==> src/rtl/pe_ws_dbuf_if.sv <==
// Bundle of the pe_ws_dbuf data, weight and control signals.
// Beats use valid-only semantics: a beat is taken every cycle act_valid_in is high, with no backpressure.
interface pe_ws_dbuf_if #(
    parameter int DATA_W = 16,
    parameter int ACC_W  = 16
);
    logic              weight_load;
    logic              weight_swap;
    logic [DATA_W-1:0] weight_in;
    logic              act_valid_in;
    logic              act_last_in;
    logic [DATA_W-1:0] activation_in;
    logic [ACC_W-1:0]  partial_sum_in;
    logic              mode;
    logic              acc_clear;
    logic [DATA_W-1:0] reg_activation;
    logic              act_valid_out;
    logic [DATA_W-1:0] reg_weight;
    logic [ACC_W-1:0]  reg_partial_sum;
    logic              psum_valid_out;
    logic              sat_flag;

    modport master (
        output weight_load, weight_swap, weight_in, act_valid_in, act_last_in,
               activation_in, partial_sum_in, mode, acc_clear,
        input  reg_activation, act_valid_out, reg_weight, reg_partial_sum,
               psum_valid_out, sat_flag
    );

    modport slave (
        input  weight_load, weight_swap, weight_in, act_valid_in, act_last_in,
               activation_in, partial_sum_in, mode, acc_clear,
        output reg_activation, act_valid_out, reg_weight, reg_partial_sum,
               psum_valid_out, sat_flag
    );
endinterface

==> src/rtl/pe_ws_dbuf.sv <==
// Weight-stationary PE with shadow/active weights, 1- or 2-stage MAC and local accumulate mode.
// Define PE_SAT_EN to clamp overflowed results instead of wrapping them.
module pe_ws_dbuf #(
    parameter int DATA_W   = 16,
    parameter int FRAC_W   = 10,
    parameter int ACC_W    = 16,
    parameter int MUL_PIPE = 1
) (
    input logic         clk,
    input logic         rst,
    pe_ws_dbuf_if.slave bus
);
    localparam int PROD_W = 2 * DATA_W + 2;
    localparam int SUM_W  = PROD_W - FRAC_W;

    logic [DATA_W-1:0] r_act;
    logic              r_act_valid;
    logic [DATA_W-1:0] r_w_shadow;
    logic [DATA_W-1:0] r_w_active;
    logic [ACC_W-1:0]  r_acc;
    logic [ACC_W-1:0]  r_psum;
    logic              r_psum_valid;
    logic              r_sat;

    // Two guard bits on the product keep the shifted value exact at SUM_W.
    logic signed [PROD_W-1:0] w_prod;
    logic [SUM_W-1:0]         w_scaled_in;
    logic                     w_unused_frac;

    assign w_prod        = $signed(bus.activation_in) * $signed(r_w_active);
    assign w_scaled_in   = w_prod[PROD_W-1:FRAC_W];
    assign w_unused_frac = ^w_prod[FRAC_W-1:0];

    logic             b_valid;
    logic             b_mode;
    logic             b_last;
    logic             b_clear;
    logic [SUM_W-1:0] b_scaled;
    logic [ACC_W-1:0] b_psum;

    generate
        if (MUL_PIPE == 2) begin : g_pipe2
            logic             r_a_valid;
            logic             r_a_mode;
            logic             r_a_last;
            logic             r_a_clear;
            logic [SUM_W-1:0] r_a_scaled;
            logic [ACC_W-1:0] r_a_psum;

            always_ff @(posedge clk) begin
                if (rst) begin
                    r_a_valid  <= 1'b0;
                    r_a_mode   <= 1'b0;
                    r_a_last   <= 1'b0;
                    r_a_clear  <= 1'b0;
                    r_a_scaled <= '0;
                    r_a_psum   <= '0;
                end else begin
                    r_a_valid  <= bus.act_valid_in;
                    r_a_mode   <= bus.mode;
                    r_a_last   <= bus.act_last_in;
                    r_a_clear  <= bus.acc_clear;
                    r_a_scaled <= w_scaled_in;
                    r_a_psum   <= bus.partial_sum_in;
                end
            end

            assign b_valid  = r_a_valid;
            assign b_mode   = r_a_mode;
            assign b_last   = r_a_last;
            assign b_clear  = r_a_clear;
            assign b_scaled = r_a_scaled;
            assign b_psum   = r_a_psum;
        end else begin : g_pipe1
            assign b_valid  = bus.act_valid_in;
            assign b_mode   = bus.mode;
            assign b_last   = bus.act_last_in;
            assign b_clear  = bus.acc_clear;
            assign b_scaled = w_scaled_in;
            assign b_psum   = bus.partial_sum_in;
        end
    endgenerate

    logic [SUM_W-1:0] w_addend;
    logic [SUM_W-1:0] w_sum;
    logic             w_ovf;
    logic [ACC_W-1:0] w_result;

    always_comb begin
        w_addend = '0;
        if (b_mode) begin
            if (!b_clear) begin
                w_addend = {{(SUM_W-ACC_W){r_acc[ACC_W-1]}}, r_acc};
            end
        end else begin
            w_addend = {{(SUM_W-ACC_W){b_psum[ACC_W-1]}}, b_psum};
        end
    end

    assign w_sum = b_scaled + w_addend;

    // In range exactly when every bit from ACC_W-1 upward matches the sign.
    assign w_ovf = (|w_sum[SUM_W-1:ACC_W-1]) && !(&w_sum[SUM_W-1:ACC_W-1]);

`ifdef PE_SAT_EN
    always_comb begin
        w_result = w_sum[ACC_W-1:0];
        if (w_ovf) begin
            w_result = w_sum[SUM_W-1] ? {1'b1, {(ACC_W-1){1'b0}}}
                                      : {1'b0, {(ACC_W-1){1'b1}}};
        end
    end
`else
    assign w_result = w_sum[ACC_W-1:0];
`endif

    always_ff @(posedge clk) begin
        if (rst) begin
            r_act        <= '0;
            r_act_valid  <= 1'b0;
            r_w_shadow   <= '0;
            r_w_active   <= '0;
            r_acc        <= '0;
            r_psum       <= '0;
            r_psum_valid <= 1'b0;
            r_sat        <= 1'b0;
        end else begin
            r_act_valid <= bus.act_valid_in;
            if (bus.act_valid_in) begin
                r_act <= bus.activation_in;
            end
            // Swap reads the pre-load shadow, so load+swap promotes the old value.
            if (bus.weight_swap) begin
                r_w_active <= r_w_shadow;
            end
            if (bus.weight_load) begin
                r_w_shadow <= bus.weight_in;
            end
            r_psum_valid <= 1'b0;
            if (b_valid) begin
                r_psum <= w_result;
                if (w_ovf) begin
                    r_sat <= 1'b1;
                end
                if (b_mode) begin
                    r_acc        <= w_result;
                    r_psum_valid <= b_last;
                end else begin
                    r_psum_valid <= 1'b1;
                end
            end else if (b_mode && b_clear) begin
                r_acc <= '0;
            end
        end
    end

    assign bus.reg_activation  = r_act;
    assign bus.act_valid_out   = r_act_valid;
    assign bus.reg_weight      = r_w_shadow;
    assign bus.reg_partial_sum = r_psum;
    assign bus.psum_valid_out  = r_psum_valid;
    assign bus.sat_flag        = r_sat;
endmodule

==> src/flat_wrapper.sv <==
// flat-port wrapper written by rule: the top's interface ports become plain ports
module pe_ws_dbuf_flat 
#(
    parameter int DATA_W   = 16,
    parameter int FRAC_W   = 10,
    parameter int ACC_W    = 16,
    parameter int MUL_PIPE = 1
)
  (clk, rst, bus_weight_load, bus_weight_swap, bus_weight_in, bus_act_valid_in, bus_act_last_in, bus_activation_in, bus_partial_sum_in, bus_mode, bus_acc_clear, bus_reg_activation, bus_act_valid_out, bus_reg_weight, bus_reg_partial_sum, bus_psum_valid_out, bus_sat_flag);
  pe_ws_dbuf_if #(.DATA_W(DATA_W), .ACC_W(ACC_W)) bus_i ();
  input logic clk;
  input logic rst;
  input wire logic [$bits(bus_i.weight_load)-1:0] bus_weight_load;
  input wire logic [$bits(bus_i.weight_swap)-1:0] bus_weight_swap;
  input wire logic [$bits(bus_i.weight_in)-1:0] bus_weight_in;
  input wire logic [$bits(bus_i.act_valid_in)-1:0] bus_act_valid_in;
  input wire logic [$bits(bus_i.act_last_in)-1:0] bus_act_last_in;
  input wire logic [$bits(bus_i.activation_in)-1:0] bus_activation_in;
  input wire logic [$bits(bus_i.partial_sum_in)-1:0] bus_partial_sum_in;
  input wire logic [$bits(bus_i.mode)-1:0] bus_mode;
  input wire logic [$bits(bus_i.acc_clear)-1:0] bus_acc_clear;
  output wire logic [$bits(bus_i.reg_activation)-1:0] bus_reg_activation;
  output wire logic [$bits(bus_i.act_valid_out)-1:0] bus_act_valid_out;
  output wire logic [$bits(bus_i.reg_weight)-1:0] bus_reg_weight;
  output wire logic [$bits(bus_i.reg_partial_sum)-1:0] bus_reg_partial_sum;
  output wire logic [$bits(bus_i.psum_valid_out)-1:0] bus_psum_valid_out;
  output wire logic [$bits(bus_i.sat_flag)-1:0] bus_sat_flag;
  assign bus_i.weight_load = bus_weight_load;
  assign bus_i.weight_swap = bus_weight_swap;
  assign bus_i.weight_in = bus_weight_in;
  assign bus_i.act_valid_in = bus_act_valid_in;
  assign bus_i.act_last_in = bus_act_last_in;
  assign bus_i.activation_in = bus_activation_in;
  assign bus_i.partial_sum_in = bus_partial_sum_in;
  assign bus_i.mode = bus_mode;
  assign bus_i.acc_clear = bus_acc_clear;
  assign bus_reg_activation = bus_i.reg_activation;
  assign bus_act_valid_out = bus_i.act_valid_out;
  assign bus_reg_weight = bus_i.reg_weight;
  assign bus_reg_partial_sum = bus_i.reg_partial_sum;
  assign bus_psum_valid_out = bus_i.psum_valid_out;
  assign bus_sat_flag = bus_i.sat_flag;
  pe_ws_dbuf #(.DATA_W(DATA_W), .FRAC_W(FRAC_W), .ACC_W(ACC_W), .MUL_PIPE(MUL_PIPE)) u_core (.clk(clk), .rst(rst), .bus(bus_i));
endmodule
==> config.mk <==
export PLATFORM = sky130hd
export DESIGN_NAME = pe_ws_dbuf_flat
export DESIGN_NICKNAME = d
export VERILOG_FILES = /design/src/rtl/pe_ws_dbuf_if.sv /design/src/rtl/pe_ws_dbuf.sv /design/src/flat_wrapper.sv
export SDC_FILE = /design/constraint.sdc
export NUM_CORES = 1
export LEC_CHECK = 0
export BUFFER_PORTS_ARGS = -buffer_cell sky130_fd_sc_hd__buf_2
export CORE_ASPECT_RATIO = 2
export CORE_MARGIN = 10
export CORE_UTILIZATION = 30
export CTS_CLUSTER_SIZE = 12
export DETAILED_ROUTE_END_ITERATION = 10
export PLACE_DENSITY = 0.49
export SLEW_MARGIN = 10
export SYNTH_ARGS = -nofsm -noshare
export SYNTH_HDL_FRONTEND = slang
export SYNTH_SLANG_ARGS = --single-unit
==> constraint.sdc <==
create_clock -name clk -period 10.1 [get_ports clk]
set_clock_uncertainty 0.1 [all_clocks]
set_input_delay 1.01 -clock clk [delete_from_list [all_inputs] [get_ports clk]]
set_output_delay 1.01 -clock clk [all_outputs]
set_load 0.1 [all_outputs]
==> metrics.csv <==
stage,metric,value,unit
outcome,result_of_the_run,finished clean,
final_layout,nNetsFinal,2012,
final_layout,drive_gt1_share,8.64,%
final_layout,areaGrowthSynthToFinish,10.2,%
run,max-cap-violations,0,
worst_setup_path,worst_ep_arrival_time,9.46,ns
worst_setup_path,crit_path_frequent_cell,sky130_fd_sc_hd__fa_1,
synth,ys_warn_count,0,
detailed_routing,via_count,10300,
floorplan,die_width,171,microns
synth,area_of_the_mapped_netlist,0.0137,sq mm
global_route,grt.busiest_layer,met2,
global_route,initial_antenna_violation_count,0,
timing,max_slew_margin,39.3,%
synth,yosys-top-cells-area,"sky130_fd_sc_hd__fa_1, sky130_fd_sc_hd__dfxtp_1, sky130_fd_sc_hd__ha_1",
timing,timing.final.max_slew_violations,0,
worst_setup_path,startpoint_type,primary input,
global_route,grt.overflow.total,0,
global_route,grt_start_max_net_pins,84,
global_route,grt_use_met3,1.91,%
clocking,numClockSinks,83,
worst_setup_path,path_max_fanout,17,
floorplan,coreArea,0.0450,sq mm
global_route,first_pass_grt_wire_length,65900,microns
clocking,cts_tree,yes,
synth,synth_top_area_cell,sky130_fd_sc_hd__fa_1,
synth,synth.top_cell.area_share,38.3,%
detailed_routing,avgViaCountPerCell,4.77,
timing,fmax,0.107,GHz
detailed_routing,post-route-drc-count,0,
timing,finalWorstPathRequiredPeriod,9.32,ns
placed_design,place.gp.congestion,0.887,
floorplan,std_cell_rows,110,
final_layout,layoutNonFillerInstCount,2158,
synth,yosysSeqAreaShare,12.1,%
floorplan,floorplan.initialDensity,30.4,%
final_layout,antennaDiodeCount,0,
worst_setup_path,required,10.23,ns
floorplan,die-height,322,microns
synth,synth_fp_nets,1943,
floorplan,floorplan.die_area,0.0550,sq mm
global_route,grt_util_all_layers,15.6,%
synth,synth_top_flop_cell,sky130_fd_sc_hd__dfxtp_1,
timing,grt_setup_unrepaired,false,
placed_design,portBuffers,106,
timing,max_slew.worst_pin.slew,0.911,ns
floorplan,ioPinCount,107,
clocking,clock_latency,0.35,ns
timing,post-route-period-util,92.3,%
synth,synth-async-reset-ratio,0,%
synth,ys_seq_elements,83,
timing,final.setup.tns,0,ns
clocking,post-cts-setup-buffers,0,
detailed_routing,drt-initial-drc-count,357,
synth,yosys.cell_types.count,51,
timing,hold_fails_final_rpt,0,
detailed_routing,postRouteWirelength,40900,microns
clocking,cts.reportedPaths.clkPinSlew,0.06,ns
global_route,use_met1,15.4,%
clocking,cts_max_path_buffers,2,
clocking,number_of_hold_repair_buffers_added_at_the_cts_stage,0,
worst_setup_path,timing.critical_path.buf_inv,5,
synth,synth_edf_count,0,
detailed_routing,drt-wirelength-per-cell,19.0,microns
worst_setup_path,delay_of_the_slowest_critical_path_stage,0.58,ns
hold_path,hold_path.class,reg2reg,
clocking,cts_resized,0,
placed_design,place.detailed.instances,2142,
clocking,cts_made_buffers,9,
synth,synth_common_cells,"sky130_fd_sc_hd__inv_1, sky130_fd_sc_hd__fa_1, sky130_fd_sc_hd__nand2_1, sky130_fd_sc_hd__and2_1, sky130_fd_sc_hd__nor2_1",
clocking,clockRootBuffer,sky130_fd_sc_hd__clkbuf_16,
detailed_routing,antenna_violating_nets_post_route,0,
worst_setup_path,path_delay_family,adder cells,
power,power_density,123,mW/mm^2
clocking,cts-htree-levels,3,
power,power.ir.vdd_worst,0.156,mV
synth,post_synth.cell_area_avg,8.97,sq um
synth,syn_inst,1524,
global_route,global_routing_met2_resource_utilization,31.7,%
placed_design,hpwlAfterDp,33800,microns
synth,post-synth-top-count-cell,sky130_fd_sc_hd__inv_1,
timing,final_setup_violating_endpoints,0,
detailed_routing,drt_pass1_iterations,4,
worst_setup_path,cpMaxStageDelayCell,sky130_fd_sc_hd__fa_1,
power,total_leakage_power,7.65,nW
worst_setup_path,timing_worst_setup_path_type,in2reg,
global_route,number_of_global_route_vias_before_repair,11900,
worst_setup_path,worstSetupEndpointType,register,
-- through the flow --
step | hold slack, ns | power [mW] | setup slack, ns | instance area [sq um] | util, %
final | 0.359 | 1.86 | 0.777 | 15100 | 33.5
after global routing | 0.383 | 2.00 | 0.357 | 15100 | 33.5
after CTS | 0.363 | 1.89 | 0.798 | 15100 | 33.5
after detailed placement | 0.349 | 1.53 | 0.503 | 14800 | 32.8
after global placement | 0.344 | 1.52 | 0.526 | 14800 | 32.8
after floorplan | 0.332 | 1.23 | 1.56 | 13700 | -
-- power by group --
part | switching [mW] | total, mW | internal, mW
logic | 0.739 | 1.11 | 0.374
clock network | 0.148 | 0.343 | 0.195
registers | 0.0335 | 0.400 | 0.367
total | 0.921 | 1.86 | 0.935
-- cell type report --
type                    count  area [sq um]
fillers                  4677         29900
multi-input cells        1073         10600
flip-flops and latches     83          1660
inverters                 308          1160
well taps                 560           701
repair buffers            118           621
clock buffers              10           229
clock inverters             6          73.8
-- layer usage --
layer	routed length (microns)	up-vias	share of wire [%]
li1	-	4796	-
met1	14400	5283	35
met2	24000	162	59
met3	1310	52	3.2
met4	1260	0	3.1
met5	0	-	0
-- flip-flops by register name, indices dropped and copies added (netlist names) --
signal                      flops
u_core.bus.reg_partial_sum     16
u_core.bus.sat_flag             1
u_core.bus.reg_activation      16
u_core.bus.psum_valid_out       1
u_core.r_acc                   16
u_core.r_w_active              16
u_core.bus.reg_weight          16
u_core.bus.act_valid_out        1
-- cells in the final DEF (no fill, tap or decap), drive strengths merged, types with 2 or more instances in the layout --
cell type and instances:
clkinv 2, or2 3, nand3b 2, xnor2 35, a41oi 3, ha 101
clkbuf 10, o2bb2ai 15, o22ai 2, a31oi 4, a211oi 4, clkinvlp 2
a2111o 2, nor2b 6, nand2b 17, a21o 16, a311oi 2, and2 121
xor2 13, dfxtp 83, nand2 163, nor3 5, o21bai 5, mux2i 53
nand3 12, fa 262, inv 309, buf 118, nor2 116, and4 3
and3 5, o211ai 7, a21oi 60, o21ai 12, o21a 7, nand4 2
a211o 3
-- worst paths after layout --
check                                     startpoint             endpoint  slack, ns  cells after the start
worst min register to register      u_core.r_acc[15]     u_core.r_acc[15]       0.36                      2
worst max register to register  u_core.r_w_active[1]  u_core.bus.sat_flag       0.84                     32
worst max-delay path            bus_activation_in[9]  u_core.bus.sat_flag       0.78                     31
worst min-delay path                u_core.r_acc[15]     u_core.r_acc[15]       0.36                      2
-- kinds of logic (layout without fill, tap and decap cells) --
| kind of cell | after synthesis | count (layout) | synth area share, % |
|---|---|---|---|
| xor gates and xnor gates | 48 | 48 | 3.07 |
| DFF | 83 | 83 | 12.1 |
| AOI/OAI and AO/OA | 151 | 151 | 7.41 |
| and+or+nand+nor | 458 | 458 | 15.8 |
| muxes | 53 | 53 | 3.88 |
| buffers and inverters | 368 | 442 | 10.1 |
| adders and majority gates | 363 | 363 | 47.6 |
-- tightest hold or removal path, delay by kind of cell (launching register included) --
kind               cells  cell delay, ns
DFF                    1            0.31
AOI/OAI and AO/OA      1            0.05
and+or+nand+nor        1            0.05
Power figures use the tool's default switching activity.
